--- src/rtl/max7219_msg_seq.sv ---
// Message sequencer feeding the MAX7219 character display stage.
// Steps through a small buffer of 6-bit character codes, hands each one to
// the display stage over a call/done handshake, holds it for a programmable
// dwell time, then advances with wrap-around.
module max7219_msg_seq #(
   parameter logic [31:0] DWELL_CYCLES = 32'd50_000_000,
   parameter int          DEPTH        = 16,
   parameter int          AW           = 4
) (
   input  logic          CLOCK,
   input  logic          RST_n,
   input  logic          iEn,
   input  logic          iWrEn,
   input  logic [AW-1:0] iWrAddr,
   input  logic [5:0]    iWrData,
   input  logic [AW:0]   iLen,
   output logic          oCall,
   output logic [5:0]    oData,
   input  logic          iDone,
   output logic          oBusy,
   output logic          oWrap
);

   typedef enum logic [1:0] {S_IDLE, S_LOAD, S_CALL, S_DWELL} state_t;

   localparam logic [AW:0] LMAX    = (AW+1)'(DEPTH);
   localparam logic [AW:0] ONE_L   = (AW+1)'(1);
   localparam logic [31:0] DW_LAST = DWELL_CYCLES - 32'd1;

   state_t        r_state;
   state_t        w_next;
   logic [5:0]    r_buf [DEPTH];
   logic [AW-1:0] r_idx;
   logic [31:0]   r_cnt;
   logic [5:0]    r_data;
   logic          r_wrap;

   logic [AW:0]   w_len;
   logic          w_run;
   logic          w_dw_end;
   logic          w_last;
   logic [AW-1:0] w_ld_idx;

   // Effective length is clamped to the buffer size; a zero length never runs.
   assign w_len    = (iLen > LMAX) ? LMAX : iLen;
   assign w_run    = iEn && (w_len != '0);
   assign w_dw_end = (r_cnt == DW_LAST);
   assign w_last   = ({1'b0, r_idx} == (w_len - ONE_L));
   // A shrunk length leaves the index out of range; restart at 0 silently.
   assign w_ld_idx = ({1'b0, r_idx} >= w_len) ? '0 : r_idx;

   assign oCall = (r_state == S_CALL);
   assign oBusy = (r_state != S_IDLE);
   assign oData = r_data;
   assign oWrap = r_wrap;

   // Message buffer: written in any state, never cleared by reset.
   always_ff @(posedge CLOCK) begin
      if (iWrEn) r_buf[iWrAddr] <= iWrData;
   end

   // State register.
   always_ff @(posedge CLOCK) begin
      if (!RST_n) r_state <= S_IDLE;
      else        r_state <= w_next;
   end

   // Next-state: iEn is only consulted at character boundaries, so a
   // transfer or dwell in progress always runs to completion.
   always_comb begin
      w_next = r_state;
      case (r_state)
         S_IDLE:  if (w_run) w_next = S_LOAD;
         S_LOAD:  w_next = S_CALL;
         S_CALL:  if (iDone) w_next = S_DWELL;
         S_DWELL: if (w_dw_end) w_next = w_run ? S_LOAD : S_IDLE;
         default: w_next = S_IDLE;
      endcase
   end

   // Datapath: index, latched character, dwell counter and wrap pulse.
   always_ff @(posedge CLOCK) begin
      if (!RST_n) begin
         r_idx  <= '0;
         r_cnt  <= '0;
         r_data <= '0;
         r_wrap <= 1'b0;
      end else begin
         r_wrap <= 1'b0;
         case (r_state)
            S_LOAD: begin
               r_idx  <= w_ld_idx;
               r_data <= r_buf[w_ld_idx];
            end
            S_CALL: begin
               if (iDone) r_cnt <= '0;
            end
            S_DWELL: begin
               r_cnt <= r_cnt + 32'd1;
               if (w_dw_end) begin
                  if (w_last) begin
                     r_idx  <= '0;
                     r_wrap <= 1'b1;
                  end else begin
                     r_idx <= r_idx + 1'b1;
                  end
               end
            end
            default: ;
         endcase
      end
   end

endmodule

--- config.mk ---
export PLATFORM = sky130hd
export DESIGN_NAME = max7219_msg_seq
export DESIGN_NICKNAME = d
export VERILOG_FILES = /design/src/rtl/max7219_msg_seq.sv
export SDC_FILE = /design/constraint.sdc
export NUM_CORES = 1
export LEC_CHECK = 0
export ABC_CLOCK_PERIOD_IN_PS = 4200
export CORE_UTILIZATION = 35
export DETAILED_ROUTE_END_ITERATION = 6
export SLEW_MARGIN = 25
export SYNTH_ARGS = -nofsm -noshare
export SYNTH_HDL_FRONTEND = slang
export SYNTH_SLANG_ARGS = --single-unit
--- constraint.sdc ---
create_clock -name CLOCK -period 4.2 [get_ports CLOCK]
set_input_delay 1.26 -clock CLOCK [delete_from_list [all_inputs] [get_ports CLOCK]]
set_output_delay 1.26 -clock CLOCK [all_outputs]
set_load 0.02 [all_outputs]
==> results of run 1 <==
[per-layer routing]
| metal | share of wire (%) | vias to the layer above |
|---|---|---|
| li1 | - | 2201 |
| met1 | 44 | 2286 |
| met2 | 48 | 121 |
| met3 | 5.0 | 30 |
| met4 | 2.6 | 0 |
| met5 | 0 | - |
[synth_stat cells, types with 5 or more instances]
cell type  count  area (um2)
inv_1         16        60.1
and3_1         7        43.8
a22oi_1       13        97.6
nand3_1       23         115
mux4_2         6         135
dfxtp_1       45         901
nor3b_1        6        45.0
o211ai_1      19         143
or3_1         16         100
o221ai_1       5        43.8
o21ai_0       36         180
nand2_1       40         150
a21oi_1       22         110
a311o_1        6        60.1
ha_1          12         150
nor2_1        46         173
clkbuf_1      24        90.1
xnor2_1       14         123
edfxtp_1      96        2880
nor3_1        11        55.1
mux2i_1       20         200
a221oi_1       6        52.6
nor4_1         6        37.5
or4_1          5        37.5
[worst max path at each step]
stage,start,cells after the start,endpoint,slack [ns]
detailed placement,iLen[4],12,oData[5],0.12
global placement,iLen[4],12,oData[5],0.19
CTS,iLen[4],12,oData[5],0.56
global route,iLen[4],12,oData[5],0.31
floorplan,iLen[4],12,oData[0],0.40
finish,iLen[4],12,oData[5],0.50
[cell type report]
cell class              instances  area (um2)  area share [%]
clock buffers                  21         440            5.80
clock inverters                11         158            2.08
inverters                      17        63.8           0.841
multi-input cells             371        2470            32.6
flip-flops and latches        141        3780            49.9
well taps                     229         287            3.78
repair buffers                 42         385            5.08
[cell families after synthesis]
group / after synthesis
AOI/OAI and AO/OA: 124
xor gates and xnor gates: 18
adders and majority gates: 12
buffers and inverters: 45
DFF: 141
muxes: 26
and+or+nand+nor: 191
[report_power, final]
| part | total, mW | switching, mW | internal, mW |
|---|---|---|---|
| logic | 0.368 | 0.220 | 0.147 |
| clock network | 1.53 | 0.584 | 0.944 |
| registers | 1.57 | 0.0360 | 1.53 |
| total | 3.46 | 0.841 | 2.62 |
[stage by stage]
| step | cell area [um2] | utilization (%) | hold WS [ns] | cells |
|---|---|---|---|---|
| 5_1_grt | 7590 | 42.2 | 0.514 | 832 |
| 6_report | 7590 | 42.2 | 0.483 | 832 |
| 3_5_place_dp | 6990 | 38.9 | 0.472 | 800 |
| 2_1_floorplan | 6420 | - | 0.454 | 557 |
| 3_3_place_gp | 6990 | 38.9 | 0.464 | 800 |
| 4_1_cts | 7580 | 42.2 | 0.481 | 832 |
[worst register-to-register path: cells and delay by family (launching register included)]
family | cells | cell delay [ns]
adder cells (fa/ha/maj) | 1 | 0.46
AND/OR/NAND/NOR | 3 | 1.68
multiplexers | 1 | 0.29
AO/OA/AOI/OAI | 1 | 0.13
flip-flops | 1 | 0.42
[state kept, by name (all words and copies together) (netlist names)]
register and count:
r_buf 96, r_cnt 32, oData 6, r_idx 4, r_state 2, oWrap 1
==> flow_summary.yaml, run 1 <==
floorplan:
  fp.dieH_um: 137
  core_area_um2: 18000
  ioPinCount: 29
  die_w_um: 137
  start_util_pct: 35.8
  design.die.area_um2: 18900
  rows: 49
global_route:
  busiest_layer: "met2"
  grt_max_degree: 30
  antenna_found_initial: 0
  met1_usage_pct: 22.6
  overflow: 0
  grtUsageMet2_pct: 28.4
  use_met3_pct: 3.53
  grt_pass1_vias: 4533
  grtUsageTotal_pct: 17.5
  grt_pass1_wl_um: 24200
critical_path:
  cp_data_arrival_time_ns: 3.99
  cp_num_buf_inv: 4
  worstPathMaxFanout: 22
  cp.required_ns: 4.49
  ff2ff_setup_slack_ns: 1.15
  crit_path_end_kind: "register"
  cp_cell_sequence: "clkdlybuf4s50_1 -> inv_1 -> nand2_1 -> inv_1 -> ha_1 -> nand2b_1 -> a2111oi_2 -> buf_4 -> or2_2 -> nor3b_1 -> nor4_1 -> o211ai_1"
  critPathKind: "input port to register"
  path_delay_family: "simple AND/OR/NAND/NOR gates"
  cp_common_cell: "inv_1"
  start_kind: "input port"
  cp_slowest_cell: "clkdlybuf4s50_1"
  r2r-end: "r_cnt[28]"
  r2r_cells: 6
  slowest_delay_ns: 0.48
  worstReg2RegStart: "r_state[0]"
placed_design:
  dpl.hpwl_um: 10400
  gp_congestion: 0.870
  pre_cts_slack_ns: 0.122
  portBuffers: 28
clock_network:
  postCtsHoldBufs: 0
  cts_buffers: 17
  clk_pin_slew_ns: 0.06
  clk-insertion-delay-late_ns: 0.42
  clock_sinks: 141
  htree_num_levels: 4
  cts_setup_buffers: 0
  cts_tree: "built"
  clockBufferDepth: 2
  cts-root-buf: "clkbuf_16"
  ctsResizeCount: 0
power_and_ir_drop:
  ir_worst_vdd_v: 0.000312
  p_total_mw: 3.46
  p_per_area_nw_per_um2: 456
  power_leakage_nw: 2.38
routing:
  viasPerCell: 5.57
  drtIter0Drc: 354
  wl_per_cell_um: 18.3
  postRouteWirelength_um: 15200
  vias: 4638
  ant_nets: 0
  drc_errors: 0
  dr.pass1.iters: 5
logic_synthesis:
  synth_mux_area_share_pct: 5.22
  synth-main-ff-cell: "edfxtp_1"
  synth_top_family_by_area: "simple AND/OR/NAND/NOR gates"
  yosysUniqueCellTypes: 55
  synthAdderAreaFrac_pct: 2.34
  synthArstFlopShare_pct: 0
  synth-edff-count: 96
  ys_seq_elements: 141
  synth_xor_area_share_pct: 2.45
  syn_inst: 557
  synth_area_um2: 6420
  syn_nets: 589
  seq_area_frac_synth_pct: 58.9
  ys_warn_count: 0
  postSynthAreaPerCell_um2: 11.5
  synth_compound_area_share_pct: 12.9
  synth-simple-area-share_pct: 15.4
timing:
  rsz0062_at_grt: "no"
  setup_viol: 0
  finClkSkew_ns: 0.00876
  post-route-min-period_ns: 3.70
  maxSlewHeadroom_pct: 44.6
  hold_viol: 0
  setup_slack_ns: 0.503
  setup-tns-final_ns: 0
  fmax_mhz: 271
  drv_slew: 0
  period_share_pct: 88.0
  tightestPinTransition_ns: 0.829
layout:
  diodes: 0
  drive_above_1_share_pct: 9.78
  layout.cells.most_common: "edfxtp_1"
  mostFrequentLayoutCells: "edfxtp_1, nor2_1, dfxtp_1"
  num-fill-cells: 1655
  area_growth_pct: 18.2
  nNetsFinal: 622
min_path:
  holdPathStages: 2
  hp-start: "r_cnt[25]"
  hp-class: "register to register"
  min_to: "r_cnt[25]"
status:
  status: "finished, final reports clean"
flow_run:
  drv_cap: 0
No activity file was read; power rests on OpenSTA's default activity.
==> run 2, diff against run 1 <==
--- a/config.mk
+++ b/config.mk
@@ -6,6 +6,7 @@
 export NUM_CORES = 1
 export LEC_CHECK = 0
 export ABC_CLOCK_PERIOD_IN_PS = 4200
+export CAP_MARGIN = 40
 export CORE_UTILIZATION = 35
 export DETAILED_ROUTE_END_ITERATION = 6
 export SLEW_MARGIN = 25
==> run 2 against run 1 <==
Compared with the run above:
- register-to-register slack got worse by 0.03 ns
- die area did not move
- maximum frequency down 1.2%
- design area is 0.53% lower
- total power is 3.5% lower
- combinational power about the same
- cell count rose by 0.36%
- count of clock-buffer cells in the layout did not move
- sequential cell count unchanged
==> flow_summary.yaml, run 2 (synthesis results as in run 1) <==
layout:
  register_area_um2: 3780
  num-fill-cells: 1652
  multi_input_area_um2: 2470
  diodes: 0
  final_core_util_pct: 42.0
  largest-register: "r_buf"
  area_growth_pct: 17.5
  largest_reg_flops: 96
  drive_above_1_share_pct: 10.1
  nNetsFinal: 625
  layout.cells.most_common: "edfxtp_1"
  mostFrequentLayoutCells: "edfxtp_1, nor2_1, dfxtp_1"
critical_path:
  cp_cell_sequence: "clkdlybuf4s50_1 -> inv_1 -> nand2_1 -> inv_1 -> ha_1 -> nand2b_1 -> a2111oi_2 -> buf_4 -> or2_2 -> nor3b_1 -> nor4_1 -> o211ai_1"
  cp.required_ns: 4.49
  cp_common_cell: "inv_1"
  path_delay_family: "simple AND/OR/NAND/NOR gates"
  cp_data_arrival_time_ns: 4.03
  start_kind: "input port"
  slowest_delay_ns: 0.48
  cp_slowest_cell: "clkdlybuf4s50_1"
  worstPathMaxFanout: 22
  cp_num_buf_inv: 4
  crit_path_end_kind: "register"
  critPathKind: "input port to register"
power_and_ir_drop:
  p_seq_share_pct: 46.9
  power_leakage_nw: 2.37
  comb_power_share_pct: 11.0
  ir_worst_vdd_v: 0.000304
  internal-power_mw: 2.50
  p_per_area_nw_per_um2: 442
  switchingPower_mw: 0.842
  clkPwrFrac_pct: 42.1
  power_switching_share_pct: 25.2
floorplan:
  core_area_um2: 18000
  die_w_um: 137
  start_util_pct: 35.8
  fp.dieH_um: 137
  rows: 49
  design.die.area_um2: 18900
  ioPinCount: 29
clock_network:
  cts_tree: "built"
  clock_sinks: 141
  cts_setup_buffers: 0
  cts_buffers: 17
  postCtsHoldBufs: 0
  clockBufferDepth: 2
  clk-insertion-delay-late_ns: 0.43
  cts-root-buf: "clkbuf_16"
  clk_pin_slew_ns: 0.06
  ctsResizeCount: 0
  htree_num_levels: 4
timing:
  fmax_mhz: 267
  setup_viol: 0
  maxSlewHeadroom_pct: 48.1
  tightestPinTransition_ns: 0.775
  setup-tns-final_ns: 0
  hold_viol: 0
  period_share_pct: 89.1
  drv_slew: 0
  rsz0062_at_grt: "no"
  finClkSkew_ns: 0.00886
  post-route-min-period_ns: 3.74
global_route:
  antenna_found_initial: 0
  grtUsageTotal_pct: 17.5
  overflow: 0
  grt_max_degree: 30
  grt_pass1_vias: 4547
  grt_pass1_wl_um: 24100
status:
  status: "finished, final reports clean"
min_path:
  hp-class: "register to register"
routing:
  drc_errors: 0
  vias: 4608
  drtIter0Drc: 341
  ant_nets: 0
  postRouteWirelength_um: 15200
  viasPerCell: 5.52
  dr.pass1.iters: 5
  wl_per_cell_um: 18.2
placed_design:
  portBuffers: 28
  gp_congestion: 0.870
  dpl.hpwl_um: 10300
flow_run:
  drv_cap: 0
## run 2: power groups by stage
stage | Sequential (mW) | Combinational (mW) | Clock [mW]
after global placement | 1.59 | 0.358 | 0
after floorplan | 1.60 | 0.190 | 0
after detailed placement | 1.60 | 0.371 | 0
after global routing | 1.57 | 0.403 | 1.49
final | 1.57 | 0.368 | 1.41
after CTS | 1.57 | 0.372 | 1.44
## run 2: worst reg2reg max path: cells and delay by family (launching register included)
kind / cells / cell delay (ns)
AO/OA/AOI/OAI: 1 / 0.13
AND/OR/NAND/NOR: 3 / 1.69
adder cells (fa/ha/maj): 1 / 0.48
multiplexers: 1 / 0.30
flip-flops: 1 / 0.42
## run 2: metrics by stage
stage	cell area (um2)	setup WS, ns	cells	hold WS, ns	power (mW)
finish	7550	0.458	835	0.485	3.34
global route	7550	0.322	835	0.507	3.46
CTS	7540	0.547	833	0.486	3.37
detailed placement	6990	0.112	801	0.478	1.97
global placement	6990	0.191	800	0.464	1.95
floorplan	6420	0.404	557	0.454	1.79
## run 2: area by class of cell
type	count	area share, %
Clock buffer	21	5.83
Timing Repair Buffer	45	5.30
Tap cell	229	3.80
Clock inverter	11	1.43
Inverter	17	0.845
Sequential cell	141	50.1
Multi-Input combinational cell	371	32.7
## run 2: path summary, 6_finish.rpt
path	slack (ns)	to	start	cells after the start
worst min-delay path	0.49	r_cnt[25]	r_cnt[25]	2
worst min register to register	0.49	r_cnt[25]	r_cnt[25]	2
worst max register to register	1.12	r_cnt[28]	r_state[0]	6
worst max-delay path	0.46	oData[5]	iLen[4]	12
## run 2: routing by layer
metal / global-route usage [%] / vias to the layer above / routed length [um] / part of all wire (%)
met5: 0 / - / 0 / 0
li1: - / 2192 / - / -
met1: 21.9 / 2265 / 6740 / 44
met4: 9.28 / 0 / 393 / 2.6
met2: 27.9 / 131 / 7350 / 48
met3: 4.27 / 20 / 714 / 4.7
